--- config.mk ---
export PLATFORM = sky130hd
export DESIGN_NAME = bram_read_arbiter
export DESIGN_NICKNAME = d
export VERILOG_FILES = /design/src/rtl/bram_read_arbiter.sv
export SDC_FILE = /design/constraint.sdc
export NUM_CORES = 1
export LEC_CHECK = 0
export CELL_PAD_IN_SITES_DETAIL_PLACEMENT = 1
export CELL_PAD_IN_SITES_GLOBAL_PLACEMENT = 1
export CORE_UTILIZATION = 34
export CTS_CLUSTER_DIAMETER = 60
export DETAILED_ROUTE_END_ITERATION = 6
export PLACE_DENSITY_LB_ADDON = 0.1
export SLEW_MARGIN = 20
export SYNTH_ARGS = -nofsm -noshare
export SYNTH_HDL_FRONTEND = slang
export SYNTH_SLANG_ARGS = --single-unit
--- constraint.sdc ---
create_clock -name clk -period 5 [get_ports clk]
set_input_delay 1.25 -clock clk [delete_from_list [all_inputs] [get_ports clk]]
set_output_delay 1.25 -clock clk [all_outputs]
set_load 0.01 [all_outputs]
--- src/rtl/bram_read_arbiter.sv ---
// ---------------------------------------------------------------------------
// bram_read_arbiter
//  Shares one read-only image BRAM port (RD_LAT-cycle read latency) between
//  two burst requesters: the VGA pixel stream (req 0) and the preprocess
//  window fetch (req 1). One burst is granted at a time. Returned data is
//  steered to the owner only, together with a valid strobe and a done pulse.
//
//  Optional feature: define BRAM_ARB_RR_EN for round-robin arbitration.
//  Without the macro, arbitration is fixed priority and VGA wins.
//
//  Ports
//   clk, rst            clock, synchronous active-high reset
//   ena_o/wea_o/addr_o  BRAM control (wea_o tied low)
//   mem2d_i             BRAM read data
//   vga_* / pre_*       per-requester request (req/addr/len), grant pulse,
//                       read data, data valid and done pulse
//   busy_o              arbiter is not idle
//   owner_o             current or last burst owner (0=VGA, 1=PRE)
// ---------------------------------------------------------------------------
module bram_read_arbiter #(
   parameter int unsigned ADDR_W   = 18,
   parameter int unsigned DATA_W   = 8,
   parameter int unsigned LEN_W    = 20,
   parameter int unsigned RD_LAT   = 2,
   parameter int unsigned MAX_ADDR = 194400
) (
   input  logic              clk,
   input  logic              rst,
   output logic              ena_o,
   output logic              wea_o,
   output logic [ADDR_W-1:0] addr_o,
   input  logic [DATA_W-1:0] mem2d_i,
   input  logic              vga_req_i,
   input  logic [ADDR_W-1:0] vga_addr_i,
   input  logic [LEN_W-1:0]  vga_len_i,
   output logic              vga_gnt_o,
   output logic [DATA_W-1:0] vga_data_o,
   output logic              vga_data_en_o,
   output logic              vga_done_o,
   input  logic              pre_req_i,
   input  logic [ADDR_W-1:0] pre_addr_i,
   input  logic [LEN_W-1:0]  pre_len_i,
   output logic              pre_gnt_o,
   output logic [DATA_W-1:0] pre_data_o,
   output logic              pre_data_en_o,
   output logic              pre_done_o,
   output logic              busy_o,
   output logic              owner_o
);

   localparam int unsigned DRN_W = (RD_LAT > 1) ? $clog2(RD_LAT) : 1;

   typedef enum logic [1:0] {
      ST_IDLE  = 2'd0,
      ST_BURST = 2'd1,
      ST_DRAIN = 2'd2
   } state_e;

   state_e              state_q, state_d;
   logic                owner_q, owner_d;
   logic [ADDR_W-1:0]   addr_q, addr_d;
   logic [LEN_W-1:0]    cnt_q, cnt_d;
   logic [DRN_W-1:0]    drn_q, drn_d;
   logic                ena_q, ena_d;
   logic                busy_q, busy_d;
   logic                vga_gnt_q, vga_gnt_d;
   logic                pre_gnt_q, pre_gnt_d;
   logic                vga_zdone_q, vga_zdone_d;
   logic                pre_zdone_q, pre_zdone_d;
`ifdef BRAM_ARB_RR_EN
   logic                pref_q, pref_d;
`endif

   // read-return tracking: valid, owner and last-word flag per issued read
   logic [RD_LAT-1:0]   vld_pipe_q;
   logic [RD_LAT-1:0]   own_pipe_q;
   logic [RD_LAT-1:0]   lst_pipe_q;

   logic                any_req;
   logic                win_pre;
   logic [ADDR_W-1:0]   sel_addr;
   logic [LEN_W-1:0]    sel_len;
   logic [ADDR_W-1:0]   sel_base;
   logic                ret_vld, ret_own, ret_lst;

   // winner selection (only acted on in IDLE)
   always_comb begin
      any_req = vga_req_i | pre_req_i;
`ifdef BRAM_ARB_RR_EN
      // pref_q holds the requester that wins the next contention
      win_pre = pre_req_i & (~vga_req_i | pref_q);
`else
      win_pre = pre_req_i & ~vga_req_i;
`endif
      sel_addr = win_pre ? pre_addr_i : vga_addr_i;
      sel_len  = win_pre ? pre_len_i  : vga_len_i;
      sel_base = (sel_addr >= ADDR_W'(MAX_ADDR)) ? '0 : sel_addr;
   end

   // next-state and registered-output logic
   always_comb begin
      state_d     = state_q;
      owner_d     = owner_q;
      addr_d      = addr_q;
      cnt_d       = cnt_q;
      drn_d       = drn_q;
      ena_d       = 1'b0;
      vga_gnt_d   = 1'b0;
      pre_gnt_d   = 1'b0;
      vga_zdone_d = 1'b0;
      pre_zdone_d = 1'b0;
`ifdef BRAM_ARB_RR_EN
      pref_d      = pref_q;
`endif
      unique case (state_q)
         ST_IDLE: begin
            if (any_req) begin
               owner_d   = win_pre;
               vga_gnt_d = ~win_pre;
               pre_gnt_d = win_pre;
`ifdef BRAM_ARB_RR_EN
               pref_d    = ~win_pre;
`endif
               if (sel_len == '0) begin
                  // empty burst: done rides with the grant, no reads
                  vga_zdone_d = ~win_pre;
                  pre_zdone_d = win_pre;
               end else begin
                  state_d = ST_BURST;
                  ena_d   = 1'b1;
                  addr_d  = sel_base;
                  cnt_d   = sel_len;
               end
            end
         end
         ST_BURST: begin
            if (cnt_q == LEN_W'(1)) begin
               state_d = ST_DRAIN;
               drn_d   = DRN_W'(RD_LAT - 1);
            end else begin
               ena_d  = 1'b1;
               cnt_d  = cnt_q - LEN_W'(1);
               addr_d = (addr_q == ADDR_W'(MAX_ADDR - 1)) ? '0 : addr_q + ADDR_W'(1);
            end
         end
         ST_DRAIN: begin
            if (drn_q == '0) begin
               state_d = ST_IDLE;
            end else begin
               drn_d = drn_q - DRN_W'(1);
            end
         end
         default: state_d = ST_IDLE;
      endcase
      busy_d = (state_d != ST_IDLE);
   end

   // state and output registers
   always_ff @(posedge clk) begin
      if (rst) begin
         state_q     <= ST_IDLE;
         owner_q     <= 1'b0;
         addr_q      <= '0;
         cnt_q       <= '0;
         drn_q       <= '0;
         ena_q       <= 1'b0;
         busy_q      <= 1'b0;
         vga_gnt_q   <= 1'b0;
         pre_gnt_q   <= 1'b0;
         vga_zdone_q <= 1'b0;
         pre_zdone_q <= 1'b0;
`ifdef BRAM_ARB_RR_EN
         pref_q      <= 1'b0;
`endif
         vld_pipe_q  <= '0;
         own_pipe_q  <= '0;
         lst_pipe_q  <= '0;
      end else begin
         state_q     <= state_d;
         owner_q     <= owner_d;
         addr_q      <= addr_d;
         cnt_q       <= cnt_d;
         drn_q       <= drn_d;
         ena_q       <= ena_d;
         busy_q      <= busy_d;
         vga_gnt_q   <= vga_gnt_d;
         pre_gnt_q   <= pre_gnt_d;
         vga_zdone_q <= vga_zdone_d;
         pre_zdone_q <= pre_zdone_d;
`ifdef BRAM_ARB_RR_EN
         pref_q      <= pref_d;
`endif
         // ena_q is high exactly in BURST, so cnt_q==1 marks the last issue
         vld_pipe_q[0] <= ena_q;
         own_pipe_q[0] <= owner_q;
         lst_pipe_q[0] <= ena_q & (cnt_q == LEN_W'(1));
         for (int i = 1; i < RD_LAT; i++) begin
            vld_pipe_q[i] <= vld_pipe_q[i-1];
            own_pipe_q[i] <= own_pipe_q[i-1];
            lst_pipe_q[i] <= lst_pipe_q[i-1];
         end
      end
   end

   assign ret_vld = vld_pipe_q[RD_LAT-1];
   assign ret_own = own_pipe_q[RD_LAT-1];
   assign ret_lst = lst_pipe_q[RD_LAT-1];

   assign ena_o   = ena_q;
   assign wea_o   = 1'b0;
   assign addr_o  = addr_q;
   assign busy_o  = busy_q;
   assign owner_o = owner_q;

   assign vga_gnt_o = vga_gnt_q;
   assign pre_gnt_o = pre_gnt_q;

   // mem2d_i is valid in the return cycle itself, so data is steered, not re-registered
   assign vga_data_en_o = ret_vld & ~ret_own;
   assign pre_data_en_o = ret_vld & ret_own;
   assign vga_data_o    = vga_data_en_o ? mem2d_i : '0;
   assign pre_data_o    = pre_data_en_o ? mem2d_i : '0;
   assign vga_done_o    = (vga_data_en_o & ret_lst) | vga_zdone_q;
   assign pre_done_o    = (pre_data_en_o & ret_lst) | pre_zdone_q;

endmodule

==> results of run 1 <==
## worst max-delay path, delay by kind of cell
| family | cells | cell delay, ps |
|---|---|---|
| buffers and inverters | 2 | 1010 |
| and+or+nand+nor | 1 | 170 |
## layout by cell type (no fill, tap or decap), types with 2 or more instances in the layout
cell type / instances
a211o_1: 2
a211oi_1: 2
a21o_1: 3
a21oi_1: 55
a221oi_1: 8
a31oi_1: 6
a32o_1: 4
and2_1: 14
and3_1: 11
and4_1: 2
and4b_1: 2
buf_4: 11
clkbuf_8: 5
clkdlybuf4s50_1: 129
dfxtp_1: 54
ha_1: 3
inv_1: 11
mux2i_1: 10
nand2_1: 98
nand3_1: 17
nand3b_1: 4
nand4_1: 11
nor2_1: 26
nor2b_1: 7
nor3_1: 24
nor3_2: 5
nor3b_1: 2
nor4_1: 13
o211ai_1: 3
o21ai_0: 18
o21ai_1: 19
o32ai_1: 5
or4_1: 2
or4b_1: 2
xnor2_1: 4
xor2_1: 3
## area by class of cell
class / count / share of cell area
clock buffers: 6 / 0.0141
clock inverters: 2 / 0.00732
inverters: 11 / 0.00805
multi-input cells: 408 / 0.458
flip-flops and latches: 54 / 0.211
well taps: 136 / 0.0332
repair buffers: 141 / 0.269
## sequential cells by signal (all words and copies together) (netlist names)
register and flops:
addr_o 18, busy_o 1, cnt_q 20, drn_q 1
ena_o 1, lst_pipe_q 2, own_pipe_q 2, owner_o 1
pre_gnt_o 1, pre_zdone_q 1, state_q 2, vga_gnt_o 1
vga_zdone_q 1, vld_pipe_q 2
## power groups by stage
stage                     sequential, mW  combinational (mW)  clock (mW)
after floorplan                    0.529               0.264           0
after global placement             0.531               0.455           0
after detailed placement           0.533               0.465           0
after CTS                          0.524               0.467       0.308
after global routing               0.532               0.513       0.324
final                              0.524               0.469       0.306
## cells by family (layout without fill, tap and decap cells)
logic type / Yosys count / in the layout
AND/OR/NAND/NOR: 249 / 249
XOR/XNOR: 7 / 7
other: 1 / 1
adder cells (fa/ha/maj): 3 / 3
AO/OA/AOI/OAI: 136 / 136
multiplexers: 12 / 12
flip-flops: 54 / 54
buffers and inverters: 46 / 160
## per-stage QoR
step                      setup slack (ps)  cell area, sq um  utilization  total power, mW  std cells
after floorplan                       2010              3640            -            0.793        508
after global placement                1160              5020        0.484            0.986        750
after detailed placement              1080              5020        0.484            0.998        750
after CTS                             1320              5130        0.495             1.30        758
after global routing                  1160              5130        0.495             1.37        758
final                                 1320              5130        0.495             1.30        758
## worst max-delay path by stage
stage                     startpoint                endpoint  slack (ps)  depth (start not counted)
after floorplan            vga_req_i  addr_o[4]$_SDFFE_PP0P_        2010                          8
after global placement     pre_req_i   cnt_q[5]$_SDFFE_PP0P_        1160                          8
after detailed placement   vga_req_i  addr_o[9]$_SDFFE_PP0P_        1080                          7
after CTS                 mem2d_i[7]           pre_data_o[7]        1320                          3
after global routing       pre_req_i   cnt_q[5]$_SDFFE_PP0P_        1160                          8
final                     mem2d_i[7]           pre_data_o[7]        1320                          3
## per-layer routing
layer  up-vias  GRT usage  wire (um)
met1      2068      0.339       6570
met4         0     0.0483        124
met5         -          0          0
met2       152      0.386       5920
met3        10     0.0322        719
li1       2057          -          -
==> run summary, run 1 <==
Slowest cell on crit path = clkdlybuf4s50_1
Leak = 1.97 nW
Count leader, synth = nand2_1
R2R Setup Slk = 2470 ps
CTS Buf Count = 5
Cell-internal power = 840 uW
Slew @ Worst Pin = 1060 ps
Post-CTS resize count = 0
DIE AREA = 11100 sq um
Vias = 4287
Psw = 459 uW
CP max stage delay = 540 ps
Skew-Pair Late Insertion Delay = 310 ps
Setup Buffers After CTS = 0
Worst Hold Depth = 1
Via density = 5.66
Synth Area in XOR/XNOR = 0.0168
Adder-Cell Fraction of Synth Area = 0.0103
Detailed Route WL = 13.3 mm
Crit path DAT = 2430 ps
GRT Util Overall = 0.239
Max H-tree Level = 2
Global-route wire length before repair = 21.5 mm
Ant. Diodes = 0
Startpoint Class = input port
Leading cell types by count after synthesis = nand2_1 (98), a21oi_1 (55), dfxtp_1 (54)
Syn_nets = 599
Critical R2R Launch = cnt_q[6]$_SDFFE_PP0P_
Root buf cell = clkbuf_8
Largest cells by area after synthesis = dfxtp_1 (30%), nand2_1 (10%), a21oi_1 (7.6%)
#FFs+latches synth = 54
WHS Endpoint = own_pipe_q[1]$_SDFF_PP0_
Horiz. Die Dim = 105 um
Worst min path class = register to register
Synth cell types = 60
Synthesized area per cell = 7.16 sq um
Crit path max fanout = 2
Relative slew slack = 0.295
Max-cap check violation count = 0
Clock buffer depth = 2
Worst hold start = own_pipe_q[0]$_SDFF_PP0_
Setup crit end kind = primary output
Peak VDD IR = 145 uV
Share of layout cells above drive strength 1 = 0.0563
Pwr dens = 253 nW/um^2
Nets = 712
Max Transition Viols Final = 0
Status = completed
Yosys top cell area share = 0.297
Critical path class = input port to primary output
Area occupied by multi-input gates = 2350 sq um
RSZ-0062 raised after global routing = false
Fill cells = 1308
Min Hold Slack = 453 ps
Clk slew on worst S/H paths = 100 ps
Synth-to-layout area growth = 40.9%
Post-synthesis sequential area ratio = 0.297
Switching power share of the total = 0.353
Port bufs = 130
Sequential cell area = 1080 sq um
Num ports = 132
DRC Markers = 0
Combinational family with the most area after synthesis = simple AND/OR/NAND/NOR gates
FMAX = 272 MHz
Final worst-path cycle share = 0.736
Post-synth EDFFs = 0
TritonCTS clock tree = yes
Wire per inst = 17.6 um
Most used cell, CP = clkdlybuf4s50_1
Placeable Area = 10400 sq um
Sink Count = 54
TNS Setup = 0 ps
Synth Area in Compound Gates = 0.229
Row count = 37
Clock network fraction of design power = 0.235
Fin crit period = 3680 ps
Worst R2R Path Depth = 8
Cells after Synth = 508
First DRT Iteration DRCs = 242
Post-synthesis mux area share = 0.0337
Top_reg_cell synth = dfxtp_1
Seq pwr share = 0.404
Largest net degree at the start of global routing = 51
Gr ovfl total = 0
Reg-to-Reg End = addr_o[2]$_SDFFE_PP0P_
Synth warnings = 0
CTS hold repair buffers = 0
RD Place Congestion = 0.853
Die H = 105 um
Initial Util = 0.351
Leading area contributor after synthesis = dfxtp_1
CP Cell Sequence = clkdlybuf4s50_1, and3_1, clkdlybuf4s50_1
DRT Pass-1 Iters = 4
Final-report setup violation count = 0
Post-detail-place hpwl = 9.94 mm
Syn Std Cell Area = 3640 sq um
Synth async-reset ratio = 0
Antenna Nets Post-Route = 0
Initial antenna violation count = 0
CP required = 3750 ps
Number of global-route vias before repair = 4223
Clk_skew = 8.23 ps
Post-Synth Simple-Gate Area = 0.352
Combinational Power Share = 0.361
Final Hold Viols = 0
Power figures use the tool's default switching activity.
==> inputs of run 2 (changes only) <==
--- a/config.mk
+++ b/config.mk
@@ -7,7 +7,7 @@
 export LEC_CHECK = 0
 export CELL_PAD_IN_SITES_DETAIL_PLACEMENT = 1
 export CELL_PAD_IN_SITES_GLOBAL_PLACEMENT = 1
-export CORE_UTILIZATION = 34
+export CORE_UTILIZATION = 31
 export CTS_CLUSTER_DIAMETER = 60
 export DETAILED_ROUTE_END_ITERATION = 6
 export PLACE_DENSITY_LB_ADDON = 0.1
==> constraint.sdc (replaced) <==
create_clock -name clk -period 3.85 [get_ports clk]
set_input_delay 0.9625 -clock clk [delete_from_list [all_inputs] [get_ports clk]]
set_output_delay 0.9625 -clock clk [all_outputs]
set_load 0.01 [all_outputs]
==> run 2 against run 1 <==
  * Wire length up 4.2%
  * Highest routed layer unchanged
  * Non-clock buffer count up 2
  * Clock power up 74%
  * Cell area up 1.6%
  * Die area up 9.5%
  * Count of clock-buffer cells in the layout down 1
==> run summary, run 2 (synthesis results as in run 1) <==
Status = completed
Psw = 625 uW (+36%)
Sink Count = 54 (unchanged)
Max-cap check violation count = 0 (unchanged)
Most frequent cells in the layout = clkdlybuf4s50_1 (129), nand2_1 (98), a21oi_1 (55)
Critical path class = input port to register
Row count = 39 (+5.4%)
Detailed Route WL = 13.9 mm (+4.2%)
Min Hold Slack = 456 ps (+3.23 ps)
Number of global-route vias before repair = 4205 (-0.43%)
Clock buffer depth = 2 (unchanged)
Root buf cell = clkbuf_16
Pwr dens = 351 nW/um^2 (+39%)
Seq pwr share = 0.374 (-0.030)
Largest net degree at the start of global routing = 36 (-29%)
Crit path to = addr_o[2]$_SDFFE_PP0P_
DRT Pass-1 Iters = 4 (unchanged)
Initial Util = 0.319 (-0.0322)
Crit path max fanout = 23 (+21)
Via density = 5.54 (-2.1%)
CTS hold repair buffers = 0 (unchanged)
Final Hold Viols = 0 (unchanged)
Vias = 4248 (-0.91%)
DIE AREA = 12200 sq um (+9.5%)
Setup crit end kind = register
Clk_skew = 7.50 ps (-0.728 ps)
Max reg flops = 20 (unchanged)
Worst min path class = register to register
Worst R2R Path Depth = 8 (unchanged)
Clk slew on worst S/H paths = 70 ps (-30 ps)
TritonCTS clock tree = yes
Relative slew slack = 0.388 (+0.0933)
Initial antenna violation count = 0 (unchanged)
RSZ-0062 raised after global routing = false
Post-detail-place hpwl = 10.6 mm (+6.4%)
Final worst-path cycle share = 0.815
Peak VDD IR = 182 uV (+25%)
Die H = 110 um (+4.6%)
TNS Setup = 0 ps (unchanged)
First DRT Iteration DRCs = 264 (+9.1%)
Switching power share of the total = 0.341 (-0.0121)
Max H-tree Level = 2 (unchanged)
Port bufs = 130 (unchanged)
Slew @ Worst Pin = 908 ps (-150 ps)
Share of layout cells above drive strength 1 = 0.0609 (+0.00463)
Wire per inst = 18.1 um (+3.0%)
R2R Setup Slk = 1310 ps (-1160 ps)
CTS Buf Count = 5 (unchanged)
Setup Buffers After CTS = 0 (unchanged)
Fin crit period = 3140 ps
Nets = 714 (+0.28%)
Worst Setup SP = pre_len_i[2]
Max Transition Viols Final = 0 (unchanged)
Gr ovfl total = 0 (unchanged)
Ant. Diodes = 0 (unchanged)
Final-report setup violation count = 0 (unchanged)
CP required = 4040 ps (+290 ps)
Startpoint Class = input port
Horiz. Die Dim = 110 um (+4.6%)
Leak = 2.01 nW (+2.2%)
Post-CTS resize count = 0 (unchanged)
GRT Util Overall = 0.232 (-0.00720)
RD Place Congestion = 0.877 (+2.8%)
Biggest register = cnt_q
Num ports = 132 (unchanged)
Crit path DAT = 3330 ps (+900 ps)
DRC Markers = 0 (unchanged)
Combinational Power Share = 0.336 (-0.025)
Worst hold start = vld_pipe_q[0]$_SDFF_PP0_
Critical R2R Launch = cnt_q[0]$_SDFFE_PP0P_
Skew-Pair Late Insertion Delay = 300 ps (about the same)
Cell-internal power = 1.21 mW (+44%)
Antenna Nets Post-Route = 0 (unchanged)
Fill cells = 1439 (+10%)
Commonest non-fill, non-tap cell in the layout = clkdlybuf4s50_1
Clock network fraction of design power = 0.290 (+0.055)
FMAX = 319 MHz
Reg-to-Reg End = addr_o[2]$_SDFFE_PP0P_
Placeable Area = 11400 sq um (+10%)
Global-route wire length before repair = 21.7 mm (+0.87%)
Synth-to-layout area growth = 43.2%
==> run 2: per-layer routing <==
metal | vias up | part of all wire | GRT usage
li1 | 2076 | - | -
met1 | 2011 | 0.47 | 0.333
met2 | 151 | 0.45 | 0.363
met3 | 10 | 0.074 | 0.0353
met4 | 0 | 0.0083 | 0.0526
met5 | - | 0 | 0
==> run 2: worst min-delay path by stage <==
stage	end	slack, ps	depth (start not counted)
2_1_floorplan	lst_pipe_q[1]$_SDFF_PP0_	410	1
6_report	vld_pipe_q[1]$_SDFF_PP0_	460	1
4_1_cts	vld_pipe_q[1]$_SDFF_PP0_	460	1
5_1_grt	vld_pipe_q[1]$_SDFF_PP0_	470	1
3_3_place_gp	lst_pipe_q[1]$_SDFF_PP0_	420	1
3_5_place_dp	lst_pipe_q[1]$_SDFF_PP0_	450	1
==> run 2: power groups by stage <==
stage / clock, mW / combinational (mW) / sequential, mW
after global placement: 0 / 0.596 / 0.692
after detailed placement: 0 / 0.610 / 0.696
after global routing: 0.559 / 0.673 / 0.694
final: 0.531 / 0.614 / 0.684
after floorplan: 0 / 0.343 / 0.687
after CTS: 0.543 / 0.615 / 0.683
==> run 2: critical path: stages <==
cell and delay (ps):
clkdlybuf4s50_1 430, nor4_1 450, nand4_1 140, o22ai_1 490, o21ba_1 210, buf_4 280
nor2_1 110, a32o_1 250
==> run 2: area by class of cell <==
| type | count | area, sq um | share of cell area |
|---|---|---|---|
| Tap cell | 143 | 179 | 0.0343 |
| Timing Repair Buffer | 143 | 1390 | 0.267 |
| Multi-Input combinational cell | 408 | 2350 | 0.450 |
| Clock buffer | 5 | 125 | 0.0240 |
| Inverter | 11 | 41.3 | 0.00792 |
| Clock inverter | 3 | 43.8 | 0.00840 |
| Sequential cell | 54 | 1080 | 0.207 |
==> run 2: through the flow <==
stage	worst slack, ps	std cells	utilization	instance area, sq um	power (mW)
after floorplan	1150	508	-	3640	1.03
after global placement	431	759	0.442	5040	1.29
after detailed placement	412	759	0.442	5040	1.31
after CTS	730	767	0.456	5210	1.84
after global routing	468	767	0.456	5210	1.93
final	714	767	0.456	5210	1.83
